<file path="src/rtl/difftest_trap_event_arbiter.sv">
// difftest_trap_event_arbiter: per-core trap/WFI FIFOs drained round-robin into one registered port.
// Define DIFFTEST_TRAP_WATCHDOG_EN to add per-core stall watchdogs that inject synthetic traps.
module difftest_trap_event_arbiter #(
    parameter int NUM_CORES = 2,
    parameter int DEPTH = 4,
    parameter int CODE_W = 64,
    parameter int PC_W = 64,
    parameter int CNT_W = 64,
    parameter int ID_W = 8,
    parameter int WDOG_CYCLES = 1024,
    parameter logic [63:0] WDOG_CODE = 64'hDEAD
) (
    input  logic                        clock,
    input  logic                        reset,
    input  logic [NUM_CORES-1:0]        in_valid,
    input  logic [NUM_CORES-1:0]        in_hasTrap,
    input  logic [NUM_CORES-1:0]        in_hasWFI,
    input  logic [NUM_CORES*CODE_W-1:0] in_code,
    input  logic [NUM_CORES*PC_W-1:0]   in_pc,
    input  logic [NUM_CORES*CNT_W-1:0]  in_instrCnt,
    output logic                        out_valid,
    input  logic                        out_ready,
    output logic                        out_hasTrap,
    output logic                        out_hasWFI,
    output logic [CODE_W-1:0]           out_code,
    output logic [PC_W-1:0]             out_pc,
    output logic [CNT_W-1:0]            out_instrCnt,
    output logic [CNT_W-1:0]            out_cycleCnt,
    output logic [ID_W-1:0]             out_coreid,
    output logic [NUM_CORES-1:0]        trapped,
    output logic [NUM_CORES-1:0]        overflow,
    output logic                        drained
);
    localparam int AW = $clog2(DEPTH);
    localparam int RW = NUM_CORES > 1 ? $clog2(NUM_CORES) : 1;

    typedef struct packed {
        logic              trap;
        logic              wfi;
        logic [CODE_W-1:0] code;
        logic [PC_W-1:0]   pc;
        logic [CNT_W-1:0]  icnt;
        logic [CNT_W-1:0]  ccnt;
    } ev_t;

    function automatic int wrap(input int a);
        return a >= NUM_CORES ? a - NUM_CORES : a;
    endfunction

    logic [CNT_W-1:0]     cnt_q;
    logic [NUM_CORES-1:0] trapped_q, trapped_d, overflow_q, overflow_d;
    logic [NUM_CORES-1:0] empty, pop;
    logic [RW-1:0]        rr_q, rr_d, gidx;
    logic                 grant, can_load, out_valid_q, drained_q;
    logic [ID_W-1:0]      out_id_q;
    ev_t                  heads [NUM_CORES];
    ev_t                  out_q;

    for (genvar g = 0; g < NUM_CORES; g++) begin : g_core
        ev_t              mem_q [DEPTH];
        ev_t              ev;
        logic [AW:0]      wr_q, rd_q;
        logic [CNT_W-1:0] icnt;
        logic             wd_fire, ev_v, full, take;
        assign icnt = in_instrCnt[g*CNT_W +: CNT_W];
`ifdef DIFFTEST_TRAP_WATCHDOG_EN
        logic [31:0]      stall_q;
        logic [CNT_W-1:0] prev_q;
        logic             at_limit;
        assign at_limit = stall_q == 32'(WDOG_CYCLES - 1);
        assign wd_fire  = at_limit && !trapped_q[g] && !in_valid[g];
        always_ff @(posedge clock) begin
            if (reset) begin
                stall_q <= '0;
                prev_q  <= '0;
            end else begin
                prev_q  <= icnt;
                stall_q <= (trapped_q[g] || icnt != prev_q || (in_valid[g] && at_limit)) ? '0 : stall_q + 32'd1;
            end
        end
`else
        assign wd_fire = 1'b0;
`endif
        assign ev = wd_fire ? '{1'b1, 1'b0, CODE_W'(WDOG_CODE), in_pc[g*PC_W +: PC_W], icnt, cnt_q}
                            : '{in_hasTrap[g], in_hasWFI[g], in_code[g*CODE_W +: CODE_W], in_pc[g*PC_W +: PC_W], icnt, cnt_q};
        assign ev_v     = (in_valid[g] || wd_fire) && !trapped_q[g];
        assign empty[g] = wr_q == rd_q;
        assign full     = wr_q[AW] != rd_q[AW] && wr_q[AW-1:0] == rd_q[AW-1:0];
        assign take     = ev_v && (!full || pop[g]);
        assign heads[g] = mem_q[rd_q[AW-1:0]];
        assign trapped_d[g]  = trapped_q[g] || (ev_v && ev.trap);
        assign overflow_d[g] = overflow_q[g] || (ev_v && !take);
        always_ff @(posedge clock) begin
            if (reset) begin
                wr_q <= '0;
                rd_q <= '0;
            end else begin
                if (take) mem_q[wr_q[AW-1:0]] <= ev;
                wr_q <= wr_q + (AW+1)'(take);
                rd_q <= rd_q + (AW+1)'(pop[g]);
            end
        end
    end

    // First non-empty FIFO at or after the round-robin pointer
    always_comb begin
        grant = 1'b0;
        gidx  = '0;
        for (int k = 0; k < NUM_CORES; k++) begin
            if (!grant && !empty[wrap(int'(rr_q) + k)]) begin
                grant = 1'b1;
                gidx  = RW'(wrap(int'(rr_q) + k));
            end
        end
    end

    assign can_load = !out_valid_q || out_ready;
    assign pop      = NUM_CORES'(grant && can_load) << gidx;
    assign rr_d     = (grant && can_load) ? RW'(wrap(int'(gidx) + 1)) : rr_q;

    always_ff @(posedge clock) begin
        if (reset) begin
            cnt_q       <= '0;
            rr_q        <= '0;
            trapped_q   <= '0;
            overflow_q  <= '0;
            out_valid_q <= 1'b0;
            out_q       <= '0;
            out_id_q    <= '0;
            drained_q   <= 1'b0;
        end else begin
            cnt_q      <= cnt_q + CNT_W'(1);
            rr_q       <= rr_d;
            trapped_q  <= trapped_d;
            overflow_q <= overflow_d;
            drained_q  <= &trapped_q && &empty && !out_valid_q;
            if (can_load) out_valid_q <= grant;
            if (can_load && grant) begin
                out_q    <= heads[gidx];
                out_id_q <= ID_W'(gidx);
            end
        end
    end

    assign out_valid    = out_valid_q;
    assign out_hasTrap  = out_q.trap;
    assign out_hasWFI   = out_q.wfi;
    assign out_code     = out_q.code;
    assign out_pc       = out_q.pc;
    assign out_instrCnt = out_q.icnt;
    assign out_cycleCnt = out_q.ccnt;
    assign out_coreid   = out_id_q;
    assign trapped      = trapped_q;
    assign overflow     = overflow_q;
    assign drained      = drained_q;
endmodule

</file>
<file path="config.mk">
export PLATFORM = sky130hd
export DESIGN_NAME = difftest_trap_event_arbiter
export DESIGN_NICKNAME = d
export VERILOG_FILES = /design/src/rtl/difftest_trap_event_arbiter.sv
export SDC_FILE = /design/constraint.sdc
export NUM_CORES = 2
export LEC_CHECK = 0
export ABC_CLOCK_PERIOD_IN_PS = 57500
export BUFFER_PORTS_ARGS = -buffer_cell sky130_fd_sc_hd__buf_4
export CAP_MARGIN = 10
export CELL_PAD_IN_SITES_DETAIL_PLACEMENT = 0
export CELL_PAD_IN_SITES_GLOBAL_PLACEMENT = 1
export CORE_UTILIZATION = 40
export DETAILED_ROUTE_END_ITERATION = 10
export GPL_ROUTABILITY_DRIVEN = 0
export GPL_TIMING_DRIVEN = 0
export PLACE_DENSITY = 0.69
export SLEW_MARGIN = 0
export SYNTH_ARGS = -nofsm -noshare
export SYNTH_HDL_FRONTEND = slang
export SYNTH_SLANG_ARGS = --single-unit
</file>
<file path="constraint.sdc">
create_clock -name clock -period 57.5 [get_ports clock]
set_input_delay 11.5 -clock clock [delete_from_list [all_inputs] [get_ports clock]]
set_output_delay 11.5 -clock clock [all_outputs]
set_load 0.005 [all_outputs]
</file>
Yosys cells after proc, flatten, opt, wreduce, memory -nomap -nowiden
Memory sizes are Yosys's and may differ from the RTL's. A register that Yosys moved wholly into a read port is not among the register bits. Index checks and enable logic that the tools add are counted.

Bits in registers: 342. RAM bits: 2064. Input bits: 393. Output and inout bits: 272. Logic and storage cells: 98. Memories: 2.

Memory list: g_core[0].mem_q (depth 4, width 258, rd ports 1, clocked after Yosys merged registers in 1, write ports 1, line 60) `ev_t mem_q [DEPTH];`; g_core[1].mem_q (depth 4, width 258, rd ports 1, clocked after Yosys merged registers in 1, write ports 1, line 60).

$add $sub $neg: 10. Magnitude comparators: 6. Eq/ne operators: 6. Shift-type cells: 1. Muxes and demuxes: 24. Bitwise gates (word level): 1. Reductions and logical operators: 31.

Operator list (number): $mux W258 (3); $add A64 B1 Y64 const B (1); $lt A32 B3 Y1 const B (2); $mux W32 (2); $mux W1 (17); $logic_and A1 B1 Y1 (14); $add A3 B1 Y3 (4); $logic_not A1 Y1 (8); $logic_or A1 B1 Y1 (7); $eq A3 B3 Y1 (2); $ge A2 B2 Y1 const B (3); $add A1 B1 Y2 const B (2); $eq A2 B2 Y1 (2); $mux W2 (2); $reduce_and A2 Y1 (2); $sub A1 B2 Y3 const B (1); $sub A2 B2 Y3 const B (1); $ge A1 B2 Y1 const B (1); $ne A1 B1 Y1 (2); $not A1 Y2 (1); $shl A1 B1 Y2 (1); $sub A1 B1 Y1 const B (1).

Depth between registers and ports, before layout
Word-level depth: 16. Gate-level depth with buffers: 10. Mapped depth without buffers: 9.

Worst setup path after synthesis
Ideal clock, no wire load.

Path kind: input to register. Start: in out_ready. End: mem g_core[0].mem_q[1][0] in the netlist's numbering (enable). Library setup time: 1597 ps. Arrival time: 38501 ps. Data required time: 55903 ps. Path slack: 17403 ps. Stages on the path: 4. Path buffers: 0. Cells stage by stage: nand2b_1 > a211oi_1 > or3b_2 > nor4b_1.

Longest elaborated chain between the ends: 8.

RTL lines: start, declared (line 22) `input logic out_ready,`; $logic_or A1 B1 Y1 (line 117) `assign can_load = !out_valid_q || out_ready;`; $logic_and A1 B1 Y1 (line 118) `assign pop = NUM_CORES'(grant && can_load) << gidx;`; $shl A1 B1 Y2 (line 118); $logic_or A1 B1 Y1 (line 89) `assign take = ev_v && (!full || pop[g]);`; $logic_and A1 B1 Y1 (line 89); $mux W1 (line 98) `if (take) mem_q[wr_q[AW-1:0]] <= ev;`; $mux W1 (line 94) `if (reset) begin`; $mux W1 (not written as such) (line 98); end, declared (line 60).

No other way between the ends.

Final worst setup path
Start: in out_ready. End: mem g_core[1].mem_q[2][135] in the netlist's numbering (enable).

Longest elaborated chain between the ends: 8.

RTL lines (line): $logic_or A1 B1 Y1 (117); $logic_and A1 B1 Y1 (118); $shl A1 B1 Y2 (118); $logic_or A1 B1 Y1 (89); $logic_and A1 B1 Y1 (89); $mux W1 (98); $mux W1 (94); $mux W1 (not written as such) (98); end, declared (60).

No other way between the ends.

==> results.toml <==
[global_routing]
use_met2_pct = 33.5
grt_pass1_wl_mm = 328
met3_usage_pct = 5.62
grt_pass1_vias = 46000
gr-max-usage-layer = "met2"
grt_util_all_layers_pct = 20.6
gr-total-overflow = 0
use_met1_pct = 27.3
grt_max_degree = 19
antenna_found_initial = 57

[timing]
final_max_slew_viol_count = 0
rsz0062_at_grt = "false"
fin_setup_tns_ps = 0
hold_slack_ps = 479
post-route-period-util_pct = 25.5
clock.fmax_mhz = 68.1
fin_crit_ps = 14680
setup_viol = 0
worst_slew_pin_slew_ps = 1190
skew_ps = 62.9
slew_headroom_pct = 20.6
finalHoldViolations = 0

[die]
die_h_um = 470
start_util_pct = 40.3
ioPinCount = 665
coreArea_sq_um = 218000
fp.dieArea_sq_um = 221000
rows = 171
die_x_um = 470

[clock_network]
h-tree-depth = 4
ctsLongestPathBuffers = 3
cts_tree = "yes"
hold_buffers = 0
clock_tree.root_cell = "clkbuf_16"
cts_made_buffers = 239
worst_skew_pair.late_latency_ps = 870
path_clk_slew_ps = 60
cts_sinks = 2406
cts_resized = 0
cts_setup_buffers = 0

[route]
totalWireLength_mm = 231
initialDrtViolationCount = 3884
drt-pass1-iter-count = 5
postRouteAntennaNets = 0
drc = 0
routedWlPerCell_um = 27.5
viasPerCell = 5.40
num_vias = 45200

[worst_setup_path]
crit_family = "buffers and inverters"
cp-start-kind = "input port"
critPathBufInv = 13
path_common_cell = "buf_4"
crit_arrival_ps = 15220
critPathKind = "in2reg"
crit_slowest_cell = "nor4b_2"
endpoint_kind = "flop"
crit_fanout = 8
cp_data_required_time_ps = 58040
crit_chain = "buf_4, nor2b_1, o211ai_1, nand3b_1, nor4b_2, buf_6, buf_6, buf_4, buf_4, buf_6, buf_4, buf_6, buf_4, buf_4, buf_4, buf_4, buf_4"
max_stage_delay_ps = 840

[place]
portBuffers = 656
place_inst = 7881
hpwl_mm = 165

[logic_synthesis]
ys_top_cells_by_area = "edfxtp_1 (71%), mux4_2 (13%), dfxtp_1 (7.8%)"
synthCells = 4003
yosysWarningCount = 0
avgSynthCellArea_sq_um = 21.9
yosysSeqAreaShare_pct = 78.5
synth-edff-count = 2064
synth_cell_type_count = 46
ys_async_sr_fraction_pct = 0
synth_top_area_cell = "edfxtp_1"
ys.flop_type = "edfxtp_1"
synth_top_area_share_pct = 70.7
synth_seq_cells = 2406
syn_area_sq_um = 87700

[power]
ir_drop_uv = 31.3
p_leak_nw = 36.1
p_per_area_nw_per_um2 = 40.7

[cells_and_area]
instances_no_fill = 8372
area.growth.synth_to_final_pct = 22.7
fin_nets = 5672
drive_gt1_share_pct = 35.8

[status]
status = "complete, no violations"

[run]
maxCapViolCount = 0

[worst_hold_path]
hp-class = "reg2reg"
path summary, 6_finish.rpt:
check / from / end / slack (ps) / cells after the start
max: out_ready / g_core[1].mem_q[2][135] / 42820 / 17
min: out_coreid[0] / out_coreid[0] / 480 / 2
max reg2reg: g_core[0].rd_q[1] / g_core[1].mem_q[2][135] / 52710 / 18
min reg2reg: out_coreid[0] / out_coreid[0] / 480 / 2
tightest hold or removal path: cells and delay by family, from the launching register on:
kind             cells  cell delay [ps]
AND/OR/NAND/NOR      1               60
AO/OA/AOI/OAI        1               50
flip-flops           1              320
sequential cells by signal, summed over array words and instances, names as in the netlist, 6 cells and up:
signal	flops
cnt_q	64
g_core.mem_q	2064
g_core.rd_q	6
g_core.wr_q	6
out_code	64
out_cycleCnt	64
out_instrCnt	64
out_pc	64
final cells by class:
class	count	area, sq um
flip-flops and latches	2406	68800
repair buffers	1020	8110
fillers	17600	110000
plain buffers	223	906
clock buffers	326	6680
clock inverters	130	1390
multi-input cells	1370	18000
diodes	33	82.6
well taps	2854	3570
inverters	10	37.5
metrics by stage:
step	util (%)	setup WS, ps	instance area, sq um	power, W
4_1_cts	49.4	42860	107000	0.00443
3_5_place_dp	45.7	41920	99400	0.00286
6_report	49.4	42820	108000	0.00438
2_1_floorplan	-	17400	87700	0.00253
3_3_place_gp	44.2	-12160	96200	0.00291
5_1_grt	49.4	42560	108000	0.00454
placed cells by master, fill, tap and decap left out, drive strengths merged, types with 7 or more instances in the layout:
| cell type | netlist | layout |
|---|---|---|
| a21oi | 33 | 33 |
| a221o | 258 | 258 |
| and3 | 9 | 9 |
| buf | 37 | 1057 |
| bufinv | 0 | 19 |
| clkbuf | 186 | 512 |
| clkinv | 0 | 92 |
| clkinvlp | 0 | 9 |
| conb | 1 | 7 |
| dfxtp | 342 | 342 |
| diode | 0 | 33 |
| edfxtp | 2064 | 2064 |
| ha | 9 | 9 |
| inv | 10 | 20 |
| mux4 | 516 | 516 |
| nand2 | 25 | 25 |
| nand3 | 25 | 25 |
| nand4 | 22 | 22 |
| nor2 | 51 | 51 |
| nor2b | 269 | 269 |
| nor3 | 7 | 7 |
| nor4 | 10 | 10 |
| o21ai | 17 | 17 |
| o31ai | 11 | 11 |
| or3 | 19 | 19 |
| or4 | 10 | 10 |
| xnor2 | 17 | 17 |
| xor2 | 28 | 28 |
metal layers:
metal | part of all wire [%] | vias to the layer above
met2 | 49 | 1521
met3 | 8.0 | 345
met5 | 0.15 | -
met1 | 41 | 24000
met4 | 2.4 | 50
li1 | - | 19400
synthesized netlist by cell type, drive strengths merged (7+ instances only):
cell and n:
o21ai 17, clkbuf 186, xor2 28, xnor2 17
a221o 258, nor4 10, or4 10, nor3 7
nand2 25, or3 19, a21oi 33, nand4 22
o31ai 11, nand3 25, dfxtp 342, buf 37
ha 9, mux4 516, and3 9, nor2 51
nor2b 269, edfxtp 2064, inv 10
cells by family (layout without fill, tap and decap cells):
family          Yosys count  count (layout)  share of synthesized area [%]
compound gates          326             326                           3.39
other cells               1              40                        0.00428
fa+ha+maj                 9               9                          0.128
xor+xnor                 45              45                          0.449
simple gates            467             467                           3.22
flops                  2406            2406                           78.5
buf+inv                 233            1709                           1.06
mux                     516             516                           13.3
report_power, final:
part / switching (W) / total (W) / internal, W
clock: 0.000670 / 0.00157 / 0.000902
sequential: 0.0000504 / 0.00204 / 0.00199
combinational: 0.000402 / 0.000775 / 0.000373
No activity file was read; power rests on OpenSTA's default activity.
